File: config.mk
export PLATFORM = sky130hd
export DESIGN_NAME = pipe_ctrl_flat
export DESIGN_NICKNAME = d
export VERILOG_FILES = /design/src/rtl/pipe_pkg.sv /design/src/rtl/pipe_ctrl_if.sv /design/src/rtl/pipe_ctrl_cnt.sv /design/src/rtl/pipe_ctrl.sv /design/src/flat_wrapper.sv
export SDC_FILE = /design/constraint.sdc
export NUM_CORES = 1
export LEC_CHECK = 0
export BUFFER_PORTS_ARGS = -buffer_cell sky130_fd_sc_hd__buf_4
export CAP_MARGIN = 20
export CORE_MARGIN = 8
export CORE_UTILIZATION = 40
export DETAILED_ROUTE_END_ITERATION = 10
export HOLD_SLACK_MARGIN = 0.08
export MAX_ROUTING_LAYER = met4
export PLACE_DENSITY = 0.65
export SKIP_LAST_GASP = 1
export SLEW_MARGIN = 20
export SYNTH_ARGS = -nofsm -noshare
export SYNTH_HDL_FRONTEND = slang
export SYNTH_SLANG_ARGS = --single-unit
File: constraint.sdc
create_clock -name clk -period 2.13 [get_ports clk]
set_input_delay 0.426 -clock clk [delete_from_list [all_inputs] [get_ports clk]]
set_output_delay 0.426 -clock clk [all_outputs]
set_load 0.05 [all_outputs]
File: src/rtl/pipe_pkg.sv
// Shared encodings for the pipeline stall/flush sequencer.
package pipe_pkg;

  localparam logic [1:0] RUN    = 2'd0;
  localparam logic [1:0] MDU    = 2'd1;
  localparam logic [1:0] DRAIN  = 2'd2;
  localparam logic [1:0] VECTOR = 2'd3;

  typedef enum logic [1:0] {
    StRun    = RUN,
    StMdu    = MDU,
    StDrain  = DRAIN,
    StVector = VECTOR
  } state_e;

endpackage

File: src/rtl/pipe_ctrl_if.sv
// Hazard inputs and per-stage control outputs between the sequencer and the pipeline.
interface pipe_ctrl_if;
  logic ld_use_stall;
  logic br_taken;
  logic imem_ready;
  logic dmem_ready;
  logic mdu_start;
  logic irq_req;
  logic pc_en;
  logic ifid_en;
  logic ifid_flush;
  logic idex_en;
  logic idex_flush;
  logic exmem_en;
  logic exmem_flush;
  logic memwb_en;
  logic mdu_busy;
  logic mdu_done;
  logic irq_ack;

  modport master (
    input  ld_use_stall, br_taken, imem_ready, dmem_ready, mdu_start, irq_req,
    output pc_en, ifid_en, ifid_flush, idex_en, idex_flush, exmem_en, exmem_flush,
           memwb_en, mdu_busy, mdu_done, irq_ack
  );

  modport slave (
    output ld_use_stall, br_taken, imem_ready, dmem_ready, mdu_start, irq_req,
    input  pc_en, ifid_en, ifid_flush, idex_en, idex_flush, exmem_en, exmem_flush,
           memwb_en, mdu_busy, mdu_done, irq_ack
  );
endinterface

File: src/rtl/pipe_ctrl_cnt.sv
// Loadable down-counter for MDU occupancy and interrupt drain; saturates at zero.
module pipe_ctrl_cnt #(
  parameter int unsigned CNT_W = 4
) (
  input  logic             clk,
  input  logic             rst,
  input  logic             load,
  input  logic [CNT_W-1:0] value,
  input  logic             en,
  output logic             zero
);

  logic [CNT_W-1:0] cnt_q;

  always_ff @(posedge clk) begin
    if (rst) begin
      cnt_q <= '0;
    end else if (load) begin
      cnt_q <= value;
    end else if (en && !zero) begin
      cnt_q <= cnt_q - 1'b1;
    end
  end

  assign zero = (cnt_q == '0);

endmodule

File: src/rtl/pipe_ctrl.sv
// Central stall/flush sequencer: merges load-use, branch, memory waits, MUL/DIV occupancy
// and interrupt entry into per-stage enables/flushes and the PC enable.
module pipe_ctrl
  import pipe_pkg::*;
#(
  parameter int unsigned MDU_LAT   = 8,
  parameter int unsigned DRAIN_CYC = 3,
  parameter int unsigned CNT_W     = 4
) (
  input  logic        clk,
  input  logic        rst,
  pipe_ctrl_if.master bus
);

  state_e           state_q;
  logic             run_ok, mdu_go, irq_go;
  logic             cnt_load, cnt_en, cnt_zero;
  logic [CNT_W-1:0] cnt_value;

  // A RUN cycle may start a new sequence only when nothing of higher priority claims it.
  assign run_ok    = (state_q == StRun) && bus.dmem_ready && !bus.br_taken && !bus.ld_use_stall;
  assign mdu_go    = run_ok && bus.mdu_start;
  assign irq_go    = run_ok && bus.imem_ready && !bus.mdu_start && bus.irq_req;
  assign cnt_load  = mdu_go || irq_go;
  assign cnt_value = mdu_go ? CNT_W'(MDU_LAT - 2) : CNT_W'(DRAIN_CYC - 1);
  assign cnt_en    = bus.dmem_ready && ((state_q == StMdu) || (state_q == StDrain));

  pipe_ctrl_cnt #(
    .CNT_W (CNT_W)
  ) u_cnt (
    .clk   (clk),
    .rst   (rst),
    .load  (cnt_load),
    .value (cnt_value),
    .en    (cnt_en),
    .zero  (cnt_zero)
  );

  always_ff @(posedge clk) begin
    if (rst) begin
      state_q <= StRun;
    end else begin
      unique case (state_q)
        StRun: begin
          if (mdu_go) begin
            state_q <= StMdu;
          end else if (irq_go) begin
            state_q <= StDrain;
          end
        end
        StMdu: begin
          if (bus.dmem_ready && cnt_zero) state_q <= StRun;
        end
        StDrain: begin
          if (bus.dmem_ready && cnt_zero) state_q <= bus.irq_req ? StVector : StRun;
        end
        StVector: state_q <= StRun;
      endcase
    end
  end

  always_comb begin
    bus.pc_en       = 1'b1;
    bus.ifid_en     = 1'b1;
    bus.ifid_flush  = 1'b0;
    bus.idex_en     = 1'b1;
    bus.idex_flush  = 1'b0;
    bus.exmem_en    = 1'b1;
    bus.exmem_flush = 1'b0;
    bus.memwb_en    = 1'b1;
    bus.mdu_busy    = 1'b0;
    bus.mdu_done    = 1'b0;
    bus.irq_ack     = 1'b0;
    if (rst) begin
      bus.pc_en       = 1'b0;
      bus.ifid_flush  = 1'b1;
      bus.idex_flush  = 1'b1;
      bus.exmem_flush = 1'b1;
    end else begin
      unique case (state_q)
        StRun: begin
          if (!bus.dmem_ready) begin
            bus.pc_en    = 1'b0;
            bus.ifid_en  = 1'b0;
            bus.idex_en  = 1'b0;
            bus.exmem_en = 1'b0;
            bus.memwb_en = 1'b0;
          end else if (bus.br_taken) begin
            bus.ifid_flush = 1'b1;
            bus.idex_flush = 1'b1;
          end else if (bus.ld_use_stall) begin
            bus.pc_en      = 1'b0;
            bus.ifid_en    = 1'b0;
            bus.idex_flush = 1'b1;
          end else if (bus.mdu_start) begin
            // First MDU cycle already holds EX, so it counts towards MDU_LAT.
            bus.mdu_busy    = 1'b1;
            bus.pc_en       = 1'b0;
            bus.ifid_en     = 1'b0;
            bus.idex_en     = 1'b0;
            bus.exmem_flush = 1'b1;
          end else if (!bus.imem_ready) begin
            bus.pc_en      = 1'b0;
            bus.ifid_flush = 1'b1;
          end
        end
        StMdu: begin
          bus.mdu_busy = 1'b1;
          bus.pc_en    = 1'b0;
          bus.ifid_en  = 1'b0;
          bus.idex_en  = 1'b0;
          if (!bus.dmem_ready) begin
            bus.exmem_en = 1'b0;
            bus.memwb_en = 1'b0;
          end else if (cnt_zero) begin
            bus.mdu_done = 1'b1;
          end else begin
            bus.exmem_flush = 1'b1;
          end
        end
        StDrain: begin
          bus.pc_en = 1'b0;
          if (!bus.dmem_ready) begin
            bus.ifid_en  = 1'b0;
            bus.idex_en  = 1'b0;
            bus.exmem_en = 1'b0;
            bus.memwb_en = 1'b0;
          end else begin
            bus.ifid_flush = 1'b1;
          end
        end
        StVector: begin
          bus.irq_ack    = 1'b1;
          bus.ifid_flush = 1'b1;
          bus.idex_en    = bus.dmem_ready;
          bus.exmem_en   = bus.dmem_ready;
          bus.memwb_en   = bus.dmem_ready;
        end
      endcase
    end
  end

endmodule
File: src/flat_wrapper.sv
// flat-port wrapper written by rule: the top's interface ports become plain ports
module pipe_ctrl_flat import pipe_pkg::*;
#(
  parameter int unsigned MDU_LAT   = 8,
  parameter int unsigned DRAIN_CYC = 3,
  parameter int unsigned CNT_W     = 4
)
  (clk, rst, bus_ld_use_stall, bus_br_taken, bus_imem_ready, bus_dmem_ready, bus_mdu_start, bus_irq_req, bus_pc_en, bus_ifid_en, bus_ifid_flush, bus_idex_en, bus_idex_flush, bus_exmem_en, bus_exmem_flush, bus_memwb_en, bus_mdu_busy, bus_mdu_done, bus_irq_ack);
  pipe_ctrl_if bus_i ();
  input  logic clk;
  input  logic rst;
  input wire logic [$bits(bus_i.ld_use_stall)-1:0] bus_ld_use_stall;
  input wire logic [$bits(bus_i.br_taken)-1:0] bus_br_taken;
  input wire logic [$bits(bus_i.imem_ready)-1:0] bus_imem_ready;
  input wire logic [$bits(bus_i.dmem_ready)-1:0] bus_dmem_ready;
  input wire logic [$bits(bus_i.mdu_start)-1:0] bus_mdu_start;
  input wire logic [$bits(bus_i.irq_req)-1:0] bus_irq_req;
  output wire logic [$bits(bus_i.pc_en)-1:0] bus_pc_en;
  output wire logic [$bits(bus_i.ifid_en)-1:0] bus_ifid_en;
  output wire logic [$bits(bus_i.ifid_flush)-1:0] bus_ifid_flush;
  output wire logic [$bits(bus_i.idex_en)-1:0] bus_idex_en;
  output wire logic [$bits(bus_i.idex_flush)-1:0] bus_idex_flush;
  output wire logic [$bits(bus_i.exmem_en)-1:0] bus_exmem_en;
  output wire logic [$bits(bus_i.exmem_flush)-1:0] bus_exmem_flush;
  output wire logic [$bits(bus_i.memwb_en)-1:0] bus_memwb_en;
  output wire logic [$bits(bus_i.mdu_busy)-1:0] bus_mdu_busy;
  output wire logic [$bits(bus_i.mdu_done)-1:0] bus_mdu_done;
  output wire logic [$bits(bus_i.irq_ack)-1:0] bus_irq_ack;
  assign bus_i.ld_use_stall = bus_ld_use_stall;
  assign bus_i.br_taken = bus_br_taken;
  assign bus_i.imem_ready = bus_imem_ready;
  assign bus_i.dmem_ready = bus_dmem_ready;
  assign bus_i.mdu_start = bus_mdu_start;
  assign bus_i.irq_req = bus_irq_req;
  assign bus_pc_en = bus_i.pc_en;
  assign bus_ifid_en = bus_i.ifid_en;
  assign bus_ifid_flush = bus_i.ifid_flush;
  assign bus_idex_en = bus_i.idex_en;
  assign bus_idex_flush = bus_i.idex_flush;
  assign bus_exmem_en = bus_i.exmem_en;
  assign bus_exmem_flush = bus_i.exmem_flush;
  assign bus_memwb_en = bus_i.memwb_en;
  assign bus_mdu_busy = bus_i.mdu_busy;
  assign bus_mdu_done = bus_i.mdu_done;
  assign bus_irq_ack = bus_i.irq_ack;
  pipe_ctrl #(.MDU_LAT(MDU_LAT), .DRAIN_CYC(DRAIN_CYC), .CNT_W(CNT_W)) u_core (.clk(clk), .rst(rst), .bus(bus_i));
endmodule
-- After elaboration in Yosys (flattened, before gate mapping)
Cells that the tools add are included.
- flip-flop bits (word level): 6
- bits in latches: 0
- memory bits (writable): 0
- memory bits (read-only): 0
- input port bits: 8
- output and inout bits: 11
- word-level logic and storage cells: 89
- memories: 0
- $add $sub $neg: 1
- multipliers: 0
- divide/modulo/power cells: 0
- $lt $le $gt $ge: 0
- eq/ne operators: 6
- shifts and indexed selects: 0
- multiplexer cells: 58
- bitwise operators: 0
- reduce and logical (&&, ||, !) cells: 22
- operators with widths (kind ; count):
    $mux 1 ; 42
    $logic_and 1x1->1 ; 10
    $mux 2 ; 5
    $mux 4 ; 2
    $pmux 1 s2 ; 4
    $pmux 2 s4 ; 1
    $pmux 1 s3 ; 2
    $eq 2x2->1 const B ; 2
    $logic_not 1->1 ; 4
    $logic_not 4->1 ; 1
    $ne 2x2->1 const B ; 2
    $pmux 1 s4 ; 1
    $sub 4x1->4 const B ; 1
    $mux 3 ; 1
    $ne 3x1->1 const B ; 1
    $reduce_and 3->1 ; 1
    $reduce_or 3->1 ; 1
    $eq 2x1->1 const B ; 1
    $logic_not 2->1 ; 1
    $logic_or 1x1->1 ; 2
    $reduce_bool 2->1 ; 1
    $reduce_or 2->1 ; 1

-- Logic depth before layout (Yosys ltp)
Gate-level depths: netlist of the first run.
- depth in word-level cells: 10
- depth in mapped cells: 6
- gate-level depth less buffers: 6

-- Hierarchy
A second synthesis of the first run with hierarchy kept.
- cells, all modules: 86
- area total of the unflattened synthesis: 685.7 sq um
- by module, submodules not included (module ; instances ; cells each ; area each (sq um) ; sequential area each (sq um)):
    pipe_ctrl ; 1 ; 57 ; 422.9 ; 40.0
    pipe_ctrl_cnt ; 1 ; 29 ; 262.8 ; 80.1

-- Worst setup path after synthesis of the first run
Ideal clock, no wire load.
- path type: register to output
- start: register u_core.u_cnt.cnt_q[0]
- end: output port bus_mdu_done
- arrival: 1943 ps
- required time: 1704 ps
- slack: -239 ps
- stages on the path, launching flop included: 5
- path buffers: 0
- cells stage by stage: dfxtp_1 -> inv_1 -> ha_1 -> nor3b_4 -> nor3b_1
- cells in the longest elaborated chain, start to end: 5
- ends and longest elaborated chain (item ; RTL line ; text):
    start: declaration ; pipe_ctrl_cnt.sv:13 ; logic [CNT_W-1:0] cnt_q;
    start signal: assignment ; pipe_ctrl_cnt.sv:19 ; cnt_q <= value;
    start signal: assignment ; pipe_ctrl_cnt.sv:21 ; cnt_q <= cnt_q - 1'b1;
    $logic_not 4->1 ; pipe_ctrl_cnt.sv:25 ; assign zero = (cnt_q == '0);
    $mux 1 ; pipe_ctrl.sv:115 ; end else if (cnt_zero) begin
    $mux 1 ; pipe_ctrl.sv:112 ; if (!bus.dmem_ready) begin
    $mux 1 ; pipe_ctrl.sv:80 ; unique case (state_q)
    $mux 1 ; pipe_ctrl.sv:74 ; if (rst) begin
    end: declaration ; flat_wrapper.sv:27 ; output wire logic [$bits(bus_i.mdu_done)-1:0] bus_mdu_done;
No other way between the ends.

-- Worst setup path in the final report of the first run
- start: register u_core.u_cnt.cnt_q[1]
- end: output port bus_exmem_flush
- cells in the longest elaborated chain, start to end: 5
- ends and longest elaborated chain (item ; RTL line ; text):
    $logic_not 4->1 ; pipe_ctrl_cnt.sv:25 ;
    $mux 1 ; pipe_ctrl.sv:115 ;
    $mux 1 ; pipe_ctrl.sv:112 ;
    $pmux 1 s2 ; pipe_ctrl.sv:80 ;
    $mux 1 ; pipe_ctrl.sv:74 ;
    end: declaration ; flat_wrapper.sv:24 ; output wire logic [$bits(bus_i.exmem_flush)-1:0] bus_exmem_flush;
No other way between the ends.

==> results of run 1 <==
## final cells by class
class	count	share of cell area
tap	16	0.0228
sequential	6	0.140
multi-input combinational	62	0.546
clock buffer	3	0.0257
timing repair buffer	27	0.244
inverter	5	0.0214
## sequential cells by signal, summed over array words and instances, names as in the netlist
| signal | count |
|---|---|
| u_core.state_q | 2 |
| u_core.u_cnt.cnt_q | 4 |
## worst reg2reg max path: cells and delay by family (launching register included)
| family | cells | cell delay, ps |
|---|---|---|
| flops | 1 | 380 |
| simple gates | 2 | 370 |
| compound gates | 2 | 360 |
| buf+inv | 3 | 320 |
| fa+ha+maj | 1 | 190 |
## synthesized netlist by cell type (all sizes together)
library cell | number | share of area
a21o | 1 | 0.012
a21oi | 7 | 0.058
a221oi | 1 | 0.025
a311oi | 2 | 0.029
a31o | 1 | 0.014
a31oi | 1 | 0.010
and2 | 1 | 0.014
and4bb | 1 | 0.021
buf | 2 | 0.025
clkbuf | 1 | 0.0062
dfxtp | 6 | 0.20
ha | 7 | 0.14
inv | 5 | 0.031
mux2i | 1 | 0.017
nand2 | 5 | 0.031
nand3b | 1 | 0.012
nand4bb | 1 | 0.019
nor2 | 10 | 0.066
nor2b | 1 | 0.010
nor3 | 5 | 0.041
nor3b | 2 | 0.043
o21ai | 1 | 0.0083
o21ba | 1 | 0.017
o21bai | 3 | 0.037
o22a | 1 | 0.014
o22ai | 1 | 0.010
o2bb2ai | 1 | 0.014
or2 | 2 | 0.021
or3 | 2 | 0.021
xnor2 | 2 | 0.029
## final timing paths
kind	endpoint	slack, ps
worst min register to register	u_core.u_cnt.cnt_q[2]$_SDFFE_PP0P_	540
worst max register to register	u_core.u_cnt.cnt_q[2]$_SDFFE_PP0P_	450
worst max-delay path	bus_exmem_flush	60
worst min-delay path	u_core.u_cnt.cnt_q[2]$_SDFFE_PP0P_	480
## cell families (layout without fill, tap and decap cells)
group	after synthesis	count (layout)	share of synthesized area
and+or+nand+nor	31	31	0.300
AOI/OAI and AO/OA	21	21	0.250
buffers and inverters	8	35	0.0620
adders and majority gates	7	7	0.145
DFF	6	6	0.198
xor gates and xnor gates	2	2	0.0289
muxes	1	1	0.0165
## metrics by stage
step / TNS, ps / cells
after global placement: 0 / 108
final: 0 / 119
after detailed placement: 0 / 108
after global routing: -0.651 / 119
after floorplan: 0 / 76
after CTS: 0 / 113
## timing repair
action                     in CTS  in global routing
resized for setup               8                  6
setup endpoints to repair       3                  3
pin swaps                       1                  1
setup buffers                   2                  6
## metal layers
metal  vias to the layer above  GRT usage  routed length [µm]
li1                        328          -                   -
met5                         -          -                   0
met4                         0     0.0720                  29
met3                         4     0.0428                 154
met2                        21      0.170                 687
met1                       280      0.133                 690
## power by group through the flow
stage	combinational (W)	clock, W	sequential [W]
after floorplan	0.000452	0	0.000164
after global placement	0.000598	0	0.000167
after detailed placement	0.000596	0	0.000170
after CTS	0.000640	0.000106	0.000165
after global routing	0.000790	0.000118	0.000169
final	0.000721	0.000102	0.000166
==> Implementation_results.wiki, run 1 <==
{| class="wikitable"
! Metric !! Value
|-
| Power spent charging and discharging nets || 0.000460 W
|-
| Buffering stage count on the worst path with inverters included || 2
|-
| Clock Skew || 2.97 ps
|-
| Pwr per Cell Area || 1130 mW/mm²
|-
| Tightest hold margin || 477 ps
|-
| Largest net degree at the start of global routing || 17
|-
| Vertical die dimension || 54.9 µm
|-
| Worst slew pin tran || 327 ps
|-
| Critical path data arrival time || 1640 ps
|-
| Highest Clock Rate || 483 MHz
|-
| Std cell rows || 14
|-
| Largest fanout on the critical path || 4
|-
| Post-placement setup slack || 101 ps
|-
| Min-Delay Startpoint || rst
|-
| Antenna Nets Post-Route || 0
|-
| Relative area change from synthesis to final layout || 44.8%
|-
| Worst Hold Class || in2reg
|-
| Reported leakage power || 0.375 nW
|-
| Worst endpoint required time || 1700 ps
|-
| Fraction of layout instances using a drive strength above 1 || 0.476
|-
| Post-Synthesis Mean Instance Area || 7.97 µm²
|-
| Count of boundary I/O pins || 19
|-
| Leading cell types in the layout, fill and taps excluded || 25 x sky130_fd_sc_hd__buf_4, 9 x sky130_fd_sc_hd__nor2_1, 6 x sky130_fd_sc_hd__a21oi_1, 6 x sky130_fd_sc_hd__ha_1, 5 x sky130_fd_sc_hd__nor3_1
|-
| Nature of the critical path startpoint || register
|-
| Clock tree from TritonCTS || yes
|-
| Worst setup path startpoint || u_core.u_cnt.cnt_q[1]$_SDFFE_PP0P_
|-
| IO buf count || 18
|-
| Share of synthesized area occupied by flip-flops and latches || 0.198
|-
| Critical path cell sequence || inv_1 > ha_1 > nor3b_4 > nor2_1 > or3_4 > buf_8
|-
| Fraction of power spent switching nets || 0.465
|-
| Final hold violation count || 0
|-
| Reg area || 123 µm²
|-
| Number of storage elements in the synthesis netlist || 6
|-
| Slowest cell on the critical path || sky130_fd_sc_hd__or3_4
|-
| Multi-input gate area in the final layout || 479 µm²
|-
| Routability Congestion || 0.714
|-
| Cell family with most CP delay || simple AND/OR/NAND/NOR gates
|-
| Critical path endpoint category || primary output
|-
| Hold Buf Count CTS || 0
|-
| Cell depth of the worst setup path || 6
|-
| Maximum number of buffers from clock root to sink || 2
|-
| Core utilization of the finished layout || 0.603
|-
| Worst voltage drop across the vdd grid || 0.529 mV
|-
| Internal portion of total power || 0.000529 W
|-
| Total number of vias || 633
|-
| Clock transition at the registers of the reported paths || 40 ps
|-
| Clock power frac || 0.103
|-
| Total Power || 0.000989 W
|-
| Post-Route WL || 1.56 mm
|-
| Critical Path Max Stage Delay || 370 ps
|-
| Max-cap viol count || 0
|-
| Via count of the first global-routing pass || 599
|-
| Count of pins over their slew limit || 0
|-
| Die width || 54.9 µm
|-
| Final critical-path required period || 2070 ps
|-
| Clock buffers created by TritonCTS || 3
|-
| Most frequent standard cell in the layout excluding fill and tap cells || sky130_fd_sc_hd__buf_4
|-
| Initial standard-cell utilization of the core || 0.417
|-
| Tot GR Track Use || 0.117
|-
| Final net count || 120
|-
| Number of distinct library cells after synthesis || 32
|-
| Worst r2r path cells || 8
|-
| Count of cells along the worst hold path || 2
|-
| Number of remaining DRC errors || 0
|-
| Filler cell count in the final layout || 127
|-
| Setup slack after layout || 59.6 ps
|-
| Initial antenna violation count || 0
|-
| Pre-Repair DR Iteration Count || 4
|-
| Diodes inserted || 0
|-
| Grt ovf || 0
|-
| Net count after synthesis || 91
|-
| Clock Root Buffer || sky130_fd_sc_hd__clkbuf_4
|-
| Avg Vias per Cell || 5.32
|-
| Synthesis Warnings || 0
|-
| Post-detailed-placement half-perimeter wirelength || 1.17 mm
|-
| Cell count after synthesis || 76
|-
| Power share of the combinational group || 0.729
|-
| Core region area || 0.00145 mm²
|-
| Outcome || finished, final reports clean
|-
| Final non-filler cell area || 877 µm²
|-
| Number of H-tree branching levels || 1
|-
| Drt first-iter violations || 13
|-
| Post-route fraction of the period consumed by the critical path || 0.972
|-
| Clock net sink count || 6
|-
| Cell area after technology mapping || 606 µm²
|-
| Setup violators final || 0
|-
| Die Footprint || 0.00302 mm²
|-
| Wire length of the first global-routing pass || 2.54 mm
|-
| Clk_lat worst skew || 240 ps
|-
| Type of the worst setup path || reg2out
|-
| Launch point of the worst reg-to-reg path || u_core.u_cnt.cnt_q[0]$_SDFFE_PP0P_
|-
| Share of total power in sequential cells || 0.168
|-
| Placed Area || 754 µm²
|-
| Average wire per cell in the routed design || 13.1 µm
|-
| Worst slew slack as a fraction of its limit || 0.781
|}
Power figures use the tool's default switching activity.
==> run 2: changes to the inputs <==
- CORE_MARGIN: 8 -> default
==> Implementation_results.wiki, run 2 (synthesis gave the netlist of run 1 again) <==
{| class="wikitable"
! Metric !! Value
|-
| Diodes inserted || 0
|-
| Worst endpoint required time || 1700 ps
|-
| Flip-flop count of the largest register, all copies and words added || 4
|-
| RSZ-0062 raised after global routing || true
|-
| Clock Skew || 2.70 ps
|-
| Type of the worst setup path || reg2out
|-
| Grt ovf || 0
|-
| Fraction of layout instances using a drive strength above 1 || 0.455
|-
| Largest register by flop count || u_core.u_cnt.cnt_q
|-
| Clock buffers created by TritonCTS || 3
|-
| Number of remaining DRC errors || 0
|-
| Clock Root Buffer || sky130_fd_sc_hd__clkbuf_4
|-
| Worst voltage drop across the vdd grid || 0.563 mV
|-
| Tot GR Track Use || 0.208
|-
| Highest routing layer actually used || met4
|-
| Die width || 40.9 µm
|-
| Core utilization of the finished layout || 0.627
|-
| Clk_lat worst skew || 240 ps
|-
| Antenna Nets Post-Route || 0
|-
| Std cell rows || 13
|-
| Core region area || 0.00135 mm²
|-
| Largest fanout on the critical path || 4
|-
| Routability Congestion || 0.815
|-
| Tightest hold margin || 467 ps
|-
| Initial standard-cell utilization of the core || 0.449
|-
| IO buf count || 18
|-
| Post-placement setup slack || 105 ps
|-
| Setup violators final || 0
|-
| Setup slack after layout || 46.8 ps
|-
| Wire length of the first global-routing pass || 2.17 mm
|-
| Clock net sink count || 6
|-
| Drt first-iter violations || 5
|-
| Largest registers || u_core.u_cnt.cnt_q x4, u_core.state_q x2
|-
| Worst slew slack as a fraction of its limit || 0.764
|-
| Average wire per cell in the routed design || 12.6 µm
|-
| Most frequent standard cell in the layout excluding fill and tap cells || sky130_fd_sc_hd__buf_4
|-
| Total number of vias || 623
|-
| Critical path data arrival time || 1660 ps
|-
| Reported leakage power || 0.355 nW
|-
| Highest Clock Rate || 480 MHz
|-
| Number of cells after detailed placement || 107
|-
| Relative area change from synthesis to final layout || 39.7%
|-
| Met1 Routed Length || 700 µm
|-
| Worst slew pin tran || 352 ps
|-
| Maximum number of buffers from clock root to sink || 2
|-
| Reg area || 123 µm²
|-
| Final critical-path required period || 2080 ps
|-
| Filler cell count in the final layout || 126
|-
| Post-detailed-placement half-perimeter wirelength || 1.10 mm
|-
| Avg Vias per Cell || 5.46
|-
| Multi-input gate area in the final layout || 477 µm²
|-
| Outcome || finished, final reports clean
|-
| Final hold violation count || 0
|-
| Number of H-tree branching levels || 1
|-
| Initial antenna violation count || 0
|-
| Post-Route WL || 1.44 mm
|-
| Hold Buf Count CTS || 0
|-
| Largest net degree at the start of global routing || 17
|-
| Total Power || 0.000961 W
|-
| Pre-Repair DR Iteration Count || 4
|-
| Met2 wire len || 652 µm
|-
| Die Footprint || 0.00167 mm²
|-
| Vertical die dimension || 40.9 µm
|-
| Leading cell types in the layout, fill and taps excluded || 21 x sky130_fd_sc_hd__buf_4, 9 x sky130_fd_sc_hd__nor2_1, 6 x sky130_fd_sc_hd__a21oi_1
|-
| Post-route fraction of the period consumed by the critical path || 0.978
|-
| Critical path endpoint category || primary output
|-
| DR WL met3 || 73 µm
|-
| Count of boundary I/O pins || 19
|-
| Final net count || 116
|-
| Pwr per Cell Area || 1140 mW/mm²
|-
| Worst Hold Class || in2reg
|-
| Clock tree from TritonCTS || yes
|-
| Cell Count, Final, Fillers Out || 114
|-
| Clock transition at the registers of the reported paths || 50 ps
|-
| Nature of the critical path startpoint || register
|-
| Max-cap viol count || 0
|-
| Via count of the first global-routing pass || 494
|-
| Count of pins over their slew limit || 0
|}
==> run 2: path summary, 6_finish.rpt <==
kind	end	slack, ps	depth (start not counted)	start
min reg2reg	u_core.u_cnt.cnt_q[2]$_SDFFE_PP0P_	540	2	u_core.u_cnt.cnt_q[2]$_SDFFE_PP0P_
max	bus_exmem_flush	50	6	u_core.u_cnt.cnt_q[0]$_SDFFE_PP0P_
min	u_core.u_cnt.cnt_q[2]$_SDFFE_PP0P_	470	2	rst
max reg2reg	u_core.state_q[0]$_SDFFE_PP0P_	530	7	u_core.u_cnt.cnt_q[0]$_SDFFE_PP0P_
==> run 2: area by class of cell <==
type | count | area share
inverter | 5 | 0.0251
clock buffer | 3 | 0.0266
sequential | 6 | 0.145
timing repair buffer | 23 | 0.217
multi-input combinational | 62 | 0.564
tap | 15 | 0.0222
==> run 2: timing repair <==
item | 4_1_cts | 5_1_grt
resized for setup | 8 | 7
setup buffers | 2 | 2
endpoints found under the setup margin | 2 | 3
pin swaps | 1 | 1
==> run 2: layer usage <==
layer  GRT usage  vias up
li1            -      320
met1       0.272      283
met2       0.309       18
met3      0.0652        2
met4      0.0500        0
met5           -        -
==> run 2: critical path, cell delays in order (launching register included) <==
cell and delay, ps:
sky130_fd_sc_hd__dfxtp_1 330, sky130_fd_sc_hd__inv_2 70, sky130_fd_sc_hd__ha_2 170, sky130_fd_sc_hd__nor3b_4 240, sky130_fd_sc_hd__nor2_1 80, sky130_fd_sc_hd__or3_4 380, sky130_fd_sc_hd__buf_8 160
==> run 2: power breakdown <==
group / switching [W] / internal [W]
sequential: 0.0000248 / 0.000144
combinational: 0.000392 / 0.000296
clock: 0.0000408 / 0.0000637
==> run 2: stage by stage <==
stage               cell area (µm²)  TNS [ps]
CTS                             808         0
floorplan                       611         0
global placement                753         0
detailed placement              753         0
global route                    846     -34.0
finish                          846         0
==> run 3: changes to the inputs <==
- clock period: 2.13 -> 2.3 ns (I/O delays scaled with it)
==> Implementation_results.wiki, run 3 (synthesis gave the netlist of run 1 again) <==
{| class="wikitable"
! Metric !! Value
|-
| Largest net degree at the start of global routing || 17
|-
| Power share of the combinational group || 0.691
|-
| Fraction of layout instances using a drive strength above 1 || 0.372
|-
| Reg area || 123 µm²
|-
| Most frequent standard cell in the layout excluding fill and tap cells || sky130_fd_sc_hd__buf_4
|-
| Core region area || 0.00135 mm²
|-
| Number of cells after detailed placement || 106
|-
| Clock buffers created by TritonCTS || 3
|-
| Clock Root Buffer || sky130_fd_sc_hd__clkbuf_4
|-
| Avg Vias per Cell || 5.40
|-
| Post-Route WL || 1.36 mm
|-
| Highest Clock Rate || 455 MHz
|-
| Post-placement setup slack || 193 ps
|-
| RSZ-0062 raised after global routing || false
|-
| Die Footprint || 0.00167 mm²
|-
| Worst slew pin tran || 370 ps
|-
| Fraction of power spent switching nets || 0.490
|-
| Clock net sink count || 6
|-
| Diodes inserted || 0
|-
| Number of H-tree branching levels || 1
|-
| Tightest hold margin || 505 ps
|-
| Max-cap viol count || 0
|-
| Setup violators final || 0
|-
| Clock Skew || 5.70 ps
|-
| Count of pins over their slew limit || 0
|-
| Final non-filler cell area || 787 µm²
|-
| Final critical-path required period || 2200 ps
|-
| Die width || 40.9 µm
|-
| Pre-Repair DR Iteration Count || 3
|-
| Final hold violation count || 0
|-
| Total number of vias || 589
|-
| Maximum number of buffers from clock root to sink || 2
|-
| Std cell rows || 13
|-
| Power spent charging and discharging nets || 0.000406 W
|-
| Antenna Nets Post-Route || 0
|-
| Type of the worst setup path || reg2out
|-
| Initial standard-cell utilization of the core || 0.449
|-
| Setup slack after layout || 102 ps
|-
| Via count of the first global-routing pass || 496
|-
| Share of total power in sequential cells || 0.193
|-
| Flip-flop count of the largest register, all copies and words added || 4
|-
| Post-route fraction of the period consumed by the critical path || 0.956
|-
| Worst Hold Class || in2reg
|-
| Worst slew slack as a fraction of its limit || 0.753
|-
| Buffering stage count on the worst path with inverters included || 2
|-
| Vertical die dimension || 40.9 µm
|-
| Filler cell count in the final layout || 149
|-
| Cell family with most CP delay || simple AND/OR/NAND/NOR gates
|-
| Pwr per Cell Area || 1050 mW/mm²
|-
| Largest fanout on the critical path || 5
|-
| Tot GR Track Use || 0.200
|-
| Critical Path Max Stage Delay || 350 ps
|-
| Nature of the critical path startpoint || register
|-
| Routability Congestion || 0.836
|-
| Relative area change from synthesis to final layout || 30.0%
|-
| Critical path endpoint category || primary output
|-
| Clock tree from TritonCTS || yes
|-
| Largest registers || u_core.u_cnt.cnt_q x4, u_core.state_q x2
|-
| IO buf count || 18
|-
| Clock power frac || 0.116
|-
| Reported leakage power || 0.326 nW
|-
| Worst voltage drop across the vdd grid || 0.540 mV
|-
| Critical path cell sequence || inv_2 > ha_4 > and4bb_2 > and2_4 > or3_1 > buf_6
|-
| Clk_lat worst skew || 240 ps
|-
| Internal portion of total power || 0.000422 W
|-
| Sum of negative setup slack || 0 ps
|-
| Multi-input gate area in the final layout || 465 µm²
|-
| Grt ovf || 0
|-
| Final net count || 111
|-
| Critical path data arrival time || 1740 ps
|-
| Worst endpoint required time || 1840 ps
|-
| Leading cell types in the layout, fill and taps excluded || 17 x sky130_fd_sc_hd__buf_4, 9 x sky130_fd_sc_hd__nor2_1, 7 x sky130_fd_sc_hd__a21oi_1, 6 x sky130_fd_sc_hd__ha_1
|-
| Cell Count, Final, Fillers Out || 109
|-
| Placed Area || 746 µm²
|-
| Outcome || finished, final reports clean
|-
| Number of remaining DRC errors || 0
|-
| Largest register by flop count || u_core.u_cnt.cnt_q
|-
| Slowest cell on the critical path || sky130_fd_sc_hd__dfxtp_2
|-
| Wire length of the first global-routing pass || 2.10 mm
|-
| Initial antenna violation count || 0
|-
| Clock transition at the registers of the reported paths || 50 ps
|-
| Count of boundary I/O pins || 19
|-
| Average wire per cell in the routed design || 12.4 µm
|-
| Post-detailed-placement half-perimeter wirelength || 1.06 mm
|-
| Drt first-iter violations || 6
|}
## run 3: area by class of cell
cell class	instances	area share
inverter	5	0.0238
clock buffer	3	0.0286
timing repair buffer	18	0.176
multi-input combinational	62	0.591
sequential	6	0.156
tap	15	0.0238
## run 3: what timing repair did
item | CTS | global route
setup endpoints to repair | 1 | 1
gates resized for setup | 3 | 4
buffers inserted | 0 | 0
hold buffers | 0 | 0
## run 3: worst paths after layout
path                                       from                                 end  cells past startpoint  slack, ps
max              u_core.state_q[0]$_SDFFE_PP0P_                     bus_exmem_flush                      6        100
max reg2reg  u_core.u_cnt.cnt_q[0]$_SDFFE_PP0P_      u_core.state_q[0]$_SDFFE_PP0P_                      6        730
min                                         rst  u_core.u_cnt.cnt_q[2]$_SDFFE_PP0P_                      2        510
min reg2reg      u_core.state_q[1]$_SDFFE_PP0P_      u_core.state_q[1]$_SDFFE_PP0P_                      2        540
## run 3: power groups by stage
stage	Sequential, W	Clock (W)	Combinational [W]
floorplan	0.000152	0	0.000419
global placement	0.000155	0	0.000538
detailed placement	0.000156	0	0.000540
CTS	0.000158	0.000102	0.000547
global route	0.000164	0.000109	0.000618
finish	0.000160	0.0000963	0.000572
## run 3: metrics by stage
step	util	total power (W)
after global routing	0.583	0.000892
final	0.583	0.000828
after CTS	0.573	0.000806
after detailed placement	0.552	0.000696
after floorplan	-	0.000570
after global placement	0.552	0.000693
## run 3: layer usage
metal,GRT usage,share of wire,vias up
met5,-,0,-
met4,0.0667,0,0
li1,-,-,312
met2,0.262,0.43,9
met1,0.273,0.53,268
met3,0.0815,0.036,0
